### src/rtl/mp_alu_seq_pkg.sv
// Shared types for the core ALU and the multi-precision sequencer.
//   opcode_t      : ALU operation select (op_nop is the all-zero idle opcode)
//   ctl_t         : ALU mask. S = sign fill for rotate, NB = invert arg2
//                   (subtract form), C = take carry-in from flags
//   flags_t       : ALU flags C/Z/S/V
//   mpseq_state_t : sequencer FSM state
//   is_sub()      : the one place that decodes the subtract-form mask
package mp_alu_seq_pkg;

    typedef enum logic [2:0] {
        op_nop = 3'd0,
        op_add = 3'd1,
        op_and = 3'd2,
        op_or  = 3'd3,
        op_xor = 3'd4,
        op_rr  = 3'd5
    } opcode_t;

    typedef struct packed {
        logic S;
        logic NB;
        logic C;
    } ctl_t;

    typedef struct packed {
        logic C;
        logic Z;
        logic S;
        logic V;
    } flags_t;

    typedef enum logic [1:0] {
        IDLE = 2'd0,
        RUN  = 2'd1,
        DONE = 2'd2
    } mpseq_state_t;

    // Subtract form: arg2 is inverted and the ALU treats flag C as a borrow.
    function automatic logic is_sub(input ctl_t m);
        return m.NB;
    endfunction

endpackage

### src/rtl/mp_alu_seq_if.sv
// Bus between the control unit / data store / ALU and the sequencer.
//   cmd_*     : command handshake and fields
//   rd_*      : combinational data-store reads, wr_* : store write port
//   alu_*     : ALU drive and result
//   done      : completion pulse, flags_out : flags of the whole result
// Modports: slave = sequencer, master = everything around it.
interface mp_alu_seq_if
    import mp_alu_seq_pkg::*;
#(
    parameter int width      = 4,
    parameter int max_words  = 8,
    parameter int addr_width = 4
) ();
    localparam int len_w = $clog2(max_words);

    logic                  cmd_valid;
    logic                  cmd_ready;
    opcode_t               cmd_op;
    ctl_t                  cmd_bmask;
    flags_t                cmd_f;
    logic [len_w-1:0]      cmd_len;
    logic [addr_width-1:0] cmd_a_addr;
    logic [addr_width-1:0] cmd_b_addr;
    logic [addr_width-1:0] cmd_d_addr;

    logic [addr_width-1:0] rd_a_addr;
    logic [addr_width-1:0] rd_b_addr;
    logic [width-1:0]      rd_a_data;
    logic [width-1:0]      rd_b_data;

    logic                  wr_en;
    logic [addr_width-1:0] wr_addr;
    logic [width-1:0]      wr_data;

    opcode_t               alu_opcode;
    ctl_t                  alu_bmask;
    logic [width-1:0]      alu_arg1;
    logic [width-1:0]      alu_arg2;
    flags_t                alu_f;
    logic [width-1:0]      alu_dout;
    flags_t                alu_fout;

    logic                  done;
    flags_t                flags_out;

    modport slave (
        input  cmd_valid, cmd_op, cmd_bmask, cmd_f, cmd_len,
               cmd_a_addr, cmd_b_addr, cmd_d_addr,
               rd_a_data, rd_b_data, alu_dout, alu_fout,
        output cmd_ready, rd_a_addr, rd_b_addr, wr_en, wr_addr, wr_data,
               alu_opcode, alu_bmask, alu_arg1, alu_arg2, alu_f,
               done, flags_out
    );

    modport master (
        output cmd_valid, cmd_op, cmd_bmask, cmd_f, cmd_len,
               cmd_a_addr, cmd_b_addr, cmd_d_addr,
               rd_a_data, rd_b_data, alu_dout, alu_fout,
        input  cmd_ready, rd_a_addr, rd_b_addr, wr_en, wr_addr, wr_data,
               alu_opcode, alu_bmask, alu_arg1, alu_arg2, alu_f,
               done, flags_out
    );

endinterface

### src/rtl/mp_alu_seq.sv
// Multi-precision sequencer: takes one N-word command, streams the operand
// words through the single-word ALU one per cycle (op_rr MSW-first, all
// others LSW-first), chains the carry between words and writes each result
// word back to the store.
//   clk, rst_n : clock, async active-low reset
//   bus        : mp_alu_seq_if.slave (command, store, ALU, done/flags_out)
module mp_alu_seq
    import mp_alu_seq_pkg::*;
#(
    parameter int width      = 4,
    parameter int max_words  = 8,
    parameter int addr_width = 4
) (
    input  logic        clk,
    input  logic        rst_n,
    mp_alu_seq_if.slave bus
);
    localparam int len_w = $clog2(max_words);

    mpseq_state_t          state;
    opcode_t               op_q;
    ctl_t                  bmask_q;
    logic                  cin_q;
    logic [len_w-1:0]      len_q;
    logic [len_w-1:0]      idx;
    logic [addr_width-1:0] a_base;
    logic [addr_width-1:0] b_base;
    logic [addr_width-1:0] d_base;
    logic                  first_q;
    logic                  c_reg;
    logic                  z_acc;
    logic                  s_msw;
    logic                  v_msw;
    logic                  done_q;
    flags_t                flags_q;

    logic                  run;
    logic                  down;
    logic                  last;
    logic                  msw;
    logic [addr_width-1:0] idx_ext;
    ctl_t                  word_bmask;
    logic [width-1:0]      arg1;
    logic [width-1:0]      arg2;

    assign run     = (state == RUN);
    assign down    = (op_q == op_rr);
    assign last    = down ? (idx == '0) : (idx == len_q);
    // The MSW is the first word for op_rr and the last word otherwise.
    assign msw     = down ? first_q : last;
    assign idx_ext = addr_width'(idx);
    assign arg1    = bus.rd_a_data;
    assign arg2    = bus.rd_b_data;

    // After the first word the carry always comes from the chain, and the
    // rotate sign fill only belongs on the MSW.
    always_comb begin
        word_bmask = bmask_q;
        if (!first_q) begin
            word_bmask.C = 1'b1;
            word_bmask.S = 1'b0;
        end
    end

    assign bus.cmd_ready = (state == IDLE);
    assign bus.rd_a_addr = a_base + idx_ext;
    assign bus.rd_b_addr = b_base + idx_ext;
    assign bus.wr_en     = run;
    assign bus.wr_addr   = d_base + idx_ext;
    assign bus.wr_data   = bus.alu_dout;
    assign bus.done      = done_q;
    assign bus.flags_out = flags_q;

    always_comb begin
        bus.alu_opcode = op_nop;
        bus.alu_bmask  = '0;
        bus.alu_arg1   = '0;
        bus.alu_arg2   = '0;
        bus.alu_f      = '0;
        if (run) begin
            bus.alu_opcode = op_q;
            bus.alu_bmask  = word_bmask;
            bus.alu_arg1   = arg1;
            bus.alu_arg2   = arg2;
            if (first_q)
                bus.alu_f.C = cin_q;
            else
                // The ALU inverts C in subtract form, so pre-invert the
                // chained carry to hand it the right borrow.
                bus.alu_f.C = is_sub(bmask_q) ? ~c_reg : c_reg;
        end
    end

    always_ff @(posedge clk or negedge rst_n) begin
        if (!rst_n) begin
            state   <= IDLE;
            op_q    <= op_nop;
            bmask_q <= '0;
            cin_q   <= 1'b0;
            len_q   <= '0;
            idx     <= '0;
            a_base  <= '0;
            b_base  <= '0;
            d_base  <= '0;
            first_q <= 1'b0;
            c_reg   <= 1'b0;
            z_acc   <= 1'b0;
            s_msw   <= 1'b0;
            v_msw   <= 1'b0;
            done_q  <= 1'b0;
            flags_q <= '0;
        end else begin
            done_q <= 1'b0;
            case (state)
                IDLE: begin
                    if (bus.cmd_valid) begin
                        state   <= RUN;
                        op_q    <= bus.cmd_op;
                        bmask_q <= bus.cmd_bmask;
                        cin_q   <= bus.cmd_f.C;
                        len_q   <= bus.cmd_len;
                        a_base  <= bus.cmd_a_addr;
                        b_base  <= bus.cmd_b_addr;
                        d_base  <= bus.cmd_d_addr;
                        idx     <= (bus.cmd_op == op_rr) ? bus.cmd_len : '0;
                        first_q <= 1'b1;
                        z_acc   <= 1'b1;
                    end
                end
                RUN: begin
                    first_q <= 1'b0;
                    c_reg   <= bus.alu_fout.C;
                    z_acc   <= z_acc & bus.alu_fout.Z;
                    if (msw) begin
                        s_msw <= bus.alu_fout.S;
                        v_msw <= bus.alu_fout.V;
                    end
                    if (last) begin
                        state     <= DONE;
                        done_q    <= 1'b1;
                        flags_q.C <= bus.alu_fout.C;
                        flags_q.Z <= z_acc & bus.alu_fout.Z;
                        flags_q.S <= msw ? bus.alu_fout.S : s_msw;
                        flags_q.V <= msw ? bus.alu_fout.V : v_msw;
                    end else begin
                        idx <= down ? (idx - len_w'(1)) : (idx + len_w'(1));
                    end
                end
                DONE:    state <= IDLE;
                default: state <= IDLE;
            endcase
        end
    end

endmodule

### src/flat_wrapper.sv
// flat-port wrapper written by rule: the top's interface ports become plain ports
module mp_alu_seq_flat import mp_alu_seq_pkg::*;
#(
    parameter int width      = 4,
    parameter int max_words  = 8,
    parameter int addr_width = 4
)
  (clk, rst_n, bus_cmd_valid, bus_cmd_op, bus_cmd_bmask, bus_cmd_f, bus_cmd_len, bus_cmd_a_addr, bus_cmd_b_addr, bus_cmd_d_addr, bus_rd_a_data, bus_rd_b_data, bus_alu_dout, bus_alu_fout, bus_cmd_ready, bus_rd_a_addr, bus_rd_b_addr, bus_wr_en, bus_wr_addr, bus_wr_data, bus_alu_opcode, bus_alu_bmask, bus_alu_arg1, bus_alu_arg2, bus_alu_f, bus_done, bus_flags_out);
  mp_alu_seq_if #(.width(width), .max_words(max_words), .addr_width(addr_width)) bus_i ();
  input  logic clk;
  input  logic rst_n;
  input wire logic [$bits(bus_i.cmd_valid)-1:0] bus_cmd_valid;
  input wire logic [$bits(bus_i.cmd_op)-1:0] bus_cmd_op;
  input wire logic [$bits(bus_i.cmd_bmask)-1:0] bus_cmd_bmask;
  input wire logic [$bits(bus_i.cmd_f)-1:0] bus_cmd_f;
  input wire logic [$bits(bus_i.cmd_len)-1:0] bus_cmd_len;
  input wire logic [$bits(bus_i.cmd_a_addr)-1:0] bus_cmd_a_addr;
  input wire logic [$bits(bus_i.cmd_b_addr)-1:0] bus_cmd_b_addr;
  input wire logic [$bits(bus_i.cmd_d_addr)-1:0] bus_cmd_d_addr;
  input wire logic [$bits(bus_i.rd_a_data)-1:0] bus_rd_a_data;
  input wire logic [$bits(bus_i.rd_b_data)-1:0] bus_rd_b_data;
  input wire logic [$bits(bus_i.alu_dout)-1:0] bus_alu_dout;
  input wire logic [$bits(bus_i.alu_fout)-1:0] bus_alu_fout;
  output wire logic [$bits(bus_i.cmd_ready)-1:0] bus_cmd_ready;
  output wire logic [$bits(bus_i.rd_a_addr)-1:0] bus_rd_a_addr;
  output wire logic [$bits(bus_i.rd_b_addr)-1:0] bus_rd_b_addr;
  output wire logic [$bits(bus_i.wr_en)-1:0] bus_wr_en;
  output wire logic [$bits(bus_i.wr_addr)-1:0] bus_wr_addr;
  output wire logic [$bits(bus_i.wr_data)-1:0] bus_wr_data;
  output wire logic [$bits(bus_i.alu_opcode)-1:0] bus_alu_opcode;
  output wire logic [$bits(bus_i.alu_bmask)-1:0] bus_alu_bmask;
  output wire logic [$bits(bus_i.alu_arg1)-1:0] bus_alu_arg1;
  output wire logic [$bits(bus_i.alu_arg2)-1:0] bus_alu_arg2;
  output wire logic [$bits(bus_i.alu_f)-1:0] bus_alu_f;
  output wire logic [$bits(bus_i.done)-1:0] bus_done;
  output wire logic [$bits(bus_i.flags_out)-1:0] bus_flags_out;
  assign bus_i.cmd_valid = bus_cmd_valid;
  assign bus_i.cmd_op = bus_cmd_op;
  assign bus_i.cmd_bmask = bus_cmd_bmask;
  assign bus_i.cmd_f = bus_cmd_f;
  assign bus_i.cmd_len = bus_cmd_len;
  assign bus_i.cmd_a_addr = bus_cmd_a_addr;
  assign bus_i.cmd_b_addr = bus_cmd_b_addr;
  assign bus_i.cmd_d_addr = bus_cmd_d_addr;
  assign bus_i.rd_a_data = bus_rd_a_data;
  assign bus_i.rd_b_data = bus_rd_b_data;
  assign bus_i.alu_dout = bus_alu_dout;
  assign bus_i.alu_fout = bus_alu_fout;
  assign bus_cmd_ready = bus_i.cmd_ready;
  assign bus_rd_a_addr = bus_i.rd_a_addr;
  assign bus_rd_b_addr = bus_i.rd_b_addr;
  assign bus_wr_en = bus_i.wr_en;
  assign bus_wr_addr = bus_i.wr_addr;
  assign bus_wr_data = bus_i.wr_data;
  assign bus_alu_opcode = bus_i.alu_opcode;
  assign bus_alu_bmask = bus_i.alu_bmask;
  assign bus_alu_arg1 = bus_i.alu_arg1;
  assign bus_alu_arg2 = bus_i.alu_arg2;
  assign bus_alu_f = bus_i.alu_f;
  assign bus_done = bus_i.done;
  assign bus_flags_out = bus_i.flags_out;
  mp_alu_seq #(.width(width), .max_words(max_words), .addr_width(addr_width)) u_core (.clk(clk), .rst_n(rst_n), .bus(bus_i));
endmodule
### config.mk
export PLATFORM = sky130hd
export DESIGN_NAME = mp_alu_seq_flat
export DESIGN_NICKNAME = d
export VERILOG_FILES = /design/src/rtl/mp_alu_seq_pkg.sv /design/src/rtl/mp_alu_seq_if.sv /design/src/rtl/mp_alu_seq.sv /design/src/flat_wrapper.sv
export SDC_FILE = /design/constraint.sdc
export NUM_CORES = 1
export LEC_CHECK = 0
export ABC_AREA = 1
export BUFFER_PORTS_ARGS = -buffer_cell sky130_fd_sc_hd__clkbuf_2
export CAP_MARGIN = 5
export CORE_MARGIN = 2
export CORE_UTILIZATION = 50
export CTS_BUF_LIST = sky130_fd_sc_hd__clkbuf_2 sky130_fd_sc_hd__clkbuf_4 sky130_fd_sc_hd__clkbuf_8
export CTS_CLUSTER_DIAMETER = 120
export DETAILED_ROUTE_END_ITERATION = 7
export PLACE_DENSITY_LB_ADDON = 0.1
export SLEW_MARGIN = 20
export SYNTH_ARGS = -nofsm -noshare
export SYNTH_HDL_FRONTEND = slang
export SYNTH_SLANG_ARGS = --single-unit
export TNS_END_PERCENT = 30
### constraint.sdc
create_clock -name clk -period 4.8 [get_ports clk]
set_input_delay 0.96 -clock clk [delete_from_list [all_inputs] [get_ports clk]]
set_output_delay 0.96 -clock clk [all_outputs]
set_load 0.05 [all_outputs]
==> summary.txt <==
Reg2Reg Depth -> 4
CTS tree -> built
WL final -> 4350 µm
initial DRC count -> 83
critical path fanouts, max -> 7
Largest stage delay, worst path -> 0.49 ns
largest net degree at the start of global routing -> 38
GPL Wtd Cong -> 0.793
Post-CTS Hold Fix Bufs -> 0
top post-synthesis cells by area -> dfrtp_1, nand2_1, inv_1, ha_1, fa_1
status -> finished clean
post-synth cell types -> 26
Detail Route met2 WL -> 2000 µm
port buffer count -> 70
worst relative slew slack -> 39.1%
Die Y -> 69.1 µm
Clock Skew -> 0.00733 ns
# nets final -> 389
Post-synth top cells -> nand2_1, dfrtp_1, inv_1, nor2_1, o21ai_0
Worst-Margin Slew -> 0.914 ns
post-synth top area share -> 43.6%
Crit Path Class -> register to output port
die area -> 4780 µm²
worst min path class -> register to register
Post-Syn Area -> 2120 µm²
minimum clock period -> 2.88 ns
antenna cells -> 0
Slowest cell on crit path -> dfrtp_1
Starting Density -> 52.7%
metal3 WL -> 290 µm
worst hold stages -> 2
Post-Layout Cell Count -> 383
first-pass GRT wire length -> 7660 µm
post-route antenna net violation count -> 0
Seq/Total Area, Yosys -> 43.6%
max layer used -> met4
most frequent cell after synthesis -> nand2_1
ys async rst share -> 100%
clk_lat worst skew -> 0.29 ns
Setup TNS Final -> 0 ns
CP endpoint kind -> output port
CP arrival -> 1.92 ns
Fin. Hold Viols -> 0
placed cells -> 375
gate count of the mapped netlist -> 267
critical path depth in cells -> 5
final setup fails -> 0
via count -> 1806
DRC viols -> 0
drt wl/cell -> 11.4 µm
share of layout cells above drive strength 1 -> 27.9%
WL met1 -> 1990 µm
CTS Sinks -> 37
Seq cells post-synth -> 37
Avg Inst Size Synth -> 7.95 µm²
number of setup buffers added after CTS -> 0
worst hold margin -> 0.482 ns
root buffer cell -> clkbuf_8
clock tree buffer depth -> 2
initial antenna violation count -> 0
Area growth syn-to-layout -> 19.1%
global-route total usage across every layer -> 19.9%
via/cell ratio -> 4.72
vias in the first global route -> 1755
Pins Over Slew Limit -> 0
H-tree depth -> 2
Die Span X -> 69.1 µm
EDFF count, synth -> 0
Startpoint Class -> register
crit-path cells -> ha_1 -> inv_1 -> fa_1 -> xnor2_1 -> clkbuf_2
Synth Warn # -> 0
Std-Cell Rows -> 23
MaxCap Viol Count -> 0
CTS Buf Count -> 5
HPWL Detailed -> 3250 µm
GR Overflow Total -> 0
Resized cells post-CTS -> 0
Main synth FF type -> dfrtp_1
Tcrit/Tclk final -> 60.0%
Pre-antenna DRT Iters -> 4
CP bufs+invs -> 2
cell taking the most area after synthesis -> dfrtp_1
Req. time, crit path -> 3.84 ns
CTS clk-pin slew, worst paths -> 0.07 ns
Max Freq -> 0.348 GHz
unrepaired setup endpoints after global routing -> no
IO Count -> 85
Top delay family on crit path -> adder cells
Core ar. -> 4030 µm²
[tightest hold or removal path, stage by stage (launching register included)]
cell and delay (ns):
dfrtp_1 0.34, nand2_1 0.05, nand2_1 0.06
[per-layer routing]
| metal | track usage (%) | vias up |
|---|---|---|
| li1 | - | 924 |
| met1 | 25.0 | 819 |
| met2 | 32.1 | 57 |
| met3 | 5.85 | 6 |
| met4 | 8.28 | 0 |
| met5 | 0 | - |
[final timing paths]
path	start	endpoint	slack [ns]
max	u_core.idx[0]$_DFFE_PN0P_	bus_rd_b_addr[2]	1.92
min	u_core.bus.flags_out[1]$_DFFE_PN0P_	u_core.bus.flags_out[1]$_DFFE_PN0P_	0.48
max reg2reg	u_core.state[1]$_DFFE_PN0P_	u_core.len_q[0]$_DFFE_PN0P_	2.92
min reg2reg	u_core.bus.flags_out[1]$_DFFE_PN0P_	u_core.bus.flags_out[1]$_DFFE_PN0P_	0.48
max in group asynchronous	rst_n	u_core.c_reg$_DFFE_PN0P_	3.44
min in group asynchronous	rst_n	u_core.a_base[2]$_DFFE_PN0P_	0.79
[final cells by class]
type / instances / area (µm²)
timing repair buffer: 70 / 350
clock inverter: 2 / 10.0
clock buffer: 6 / 76.3
fill: 367 / 1500
tap: 50 / 62.6
sequential: 37 / 926
inverter: 39 / 148
multi-input combinational: 179 / 955
[cell usage in the layout, fill, tap and decap left out, drive strengths merged]
cell type,n
o21ai,18
fa,4
nand2,97
dfrtp,37
a21oi,3
nor3,1
conb,3
nor2,22
xnor2,4
xor2,4
clkinv,3
clkbuf,76
nand3,13
nand4,1
inv,38
ha,9
[through the flow]
step / cell area, µm² / setup WS [ns] / utilization [%]
floorplan: 2130 / 1.97 / -
global placement: 2440 / 2.26 / 60.6
detailed placement: 2440 / 2.24 / 60.6
CTS: 2530 / 1.90 / 62.7
global route: 2530 / 1.81 / 62.7
finish: 2530 / 1.92 / 62.7
[cells by family (layout without fill, tap and decap cells)]
kind of cell,after synthesis,after routing,share of synthesized area [%]
xor+xnor,8,8,3.30
other cells,1,3,0.177
fa+ha+maj,13,13,9.08
simple gates,134,134,27.1
buf+inv,53,117,11.7
flops,37,37,43.6
compound gates,21,21,4.95
Power is not shown: default switching activity piles up to over one toggle a cycle in this logic, so the estimate is an artifact.
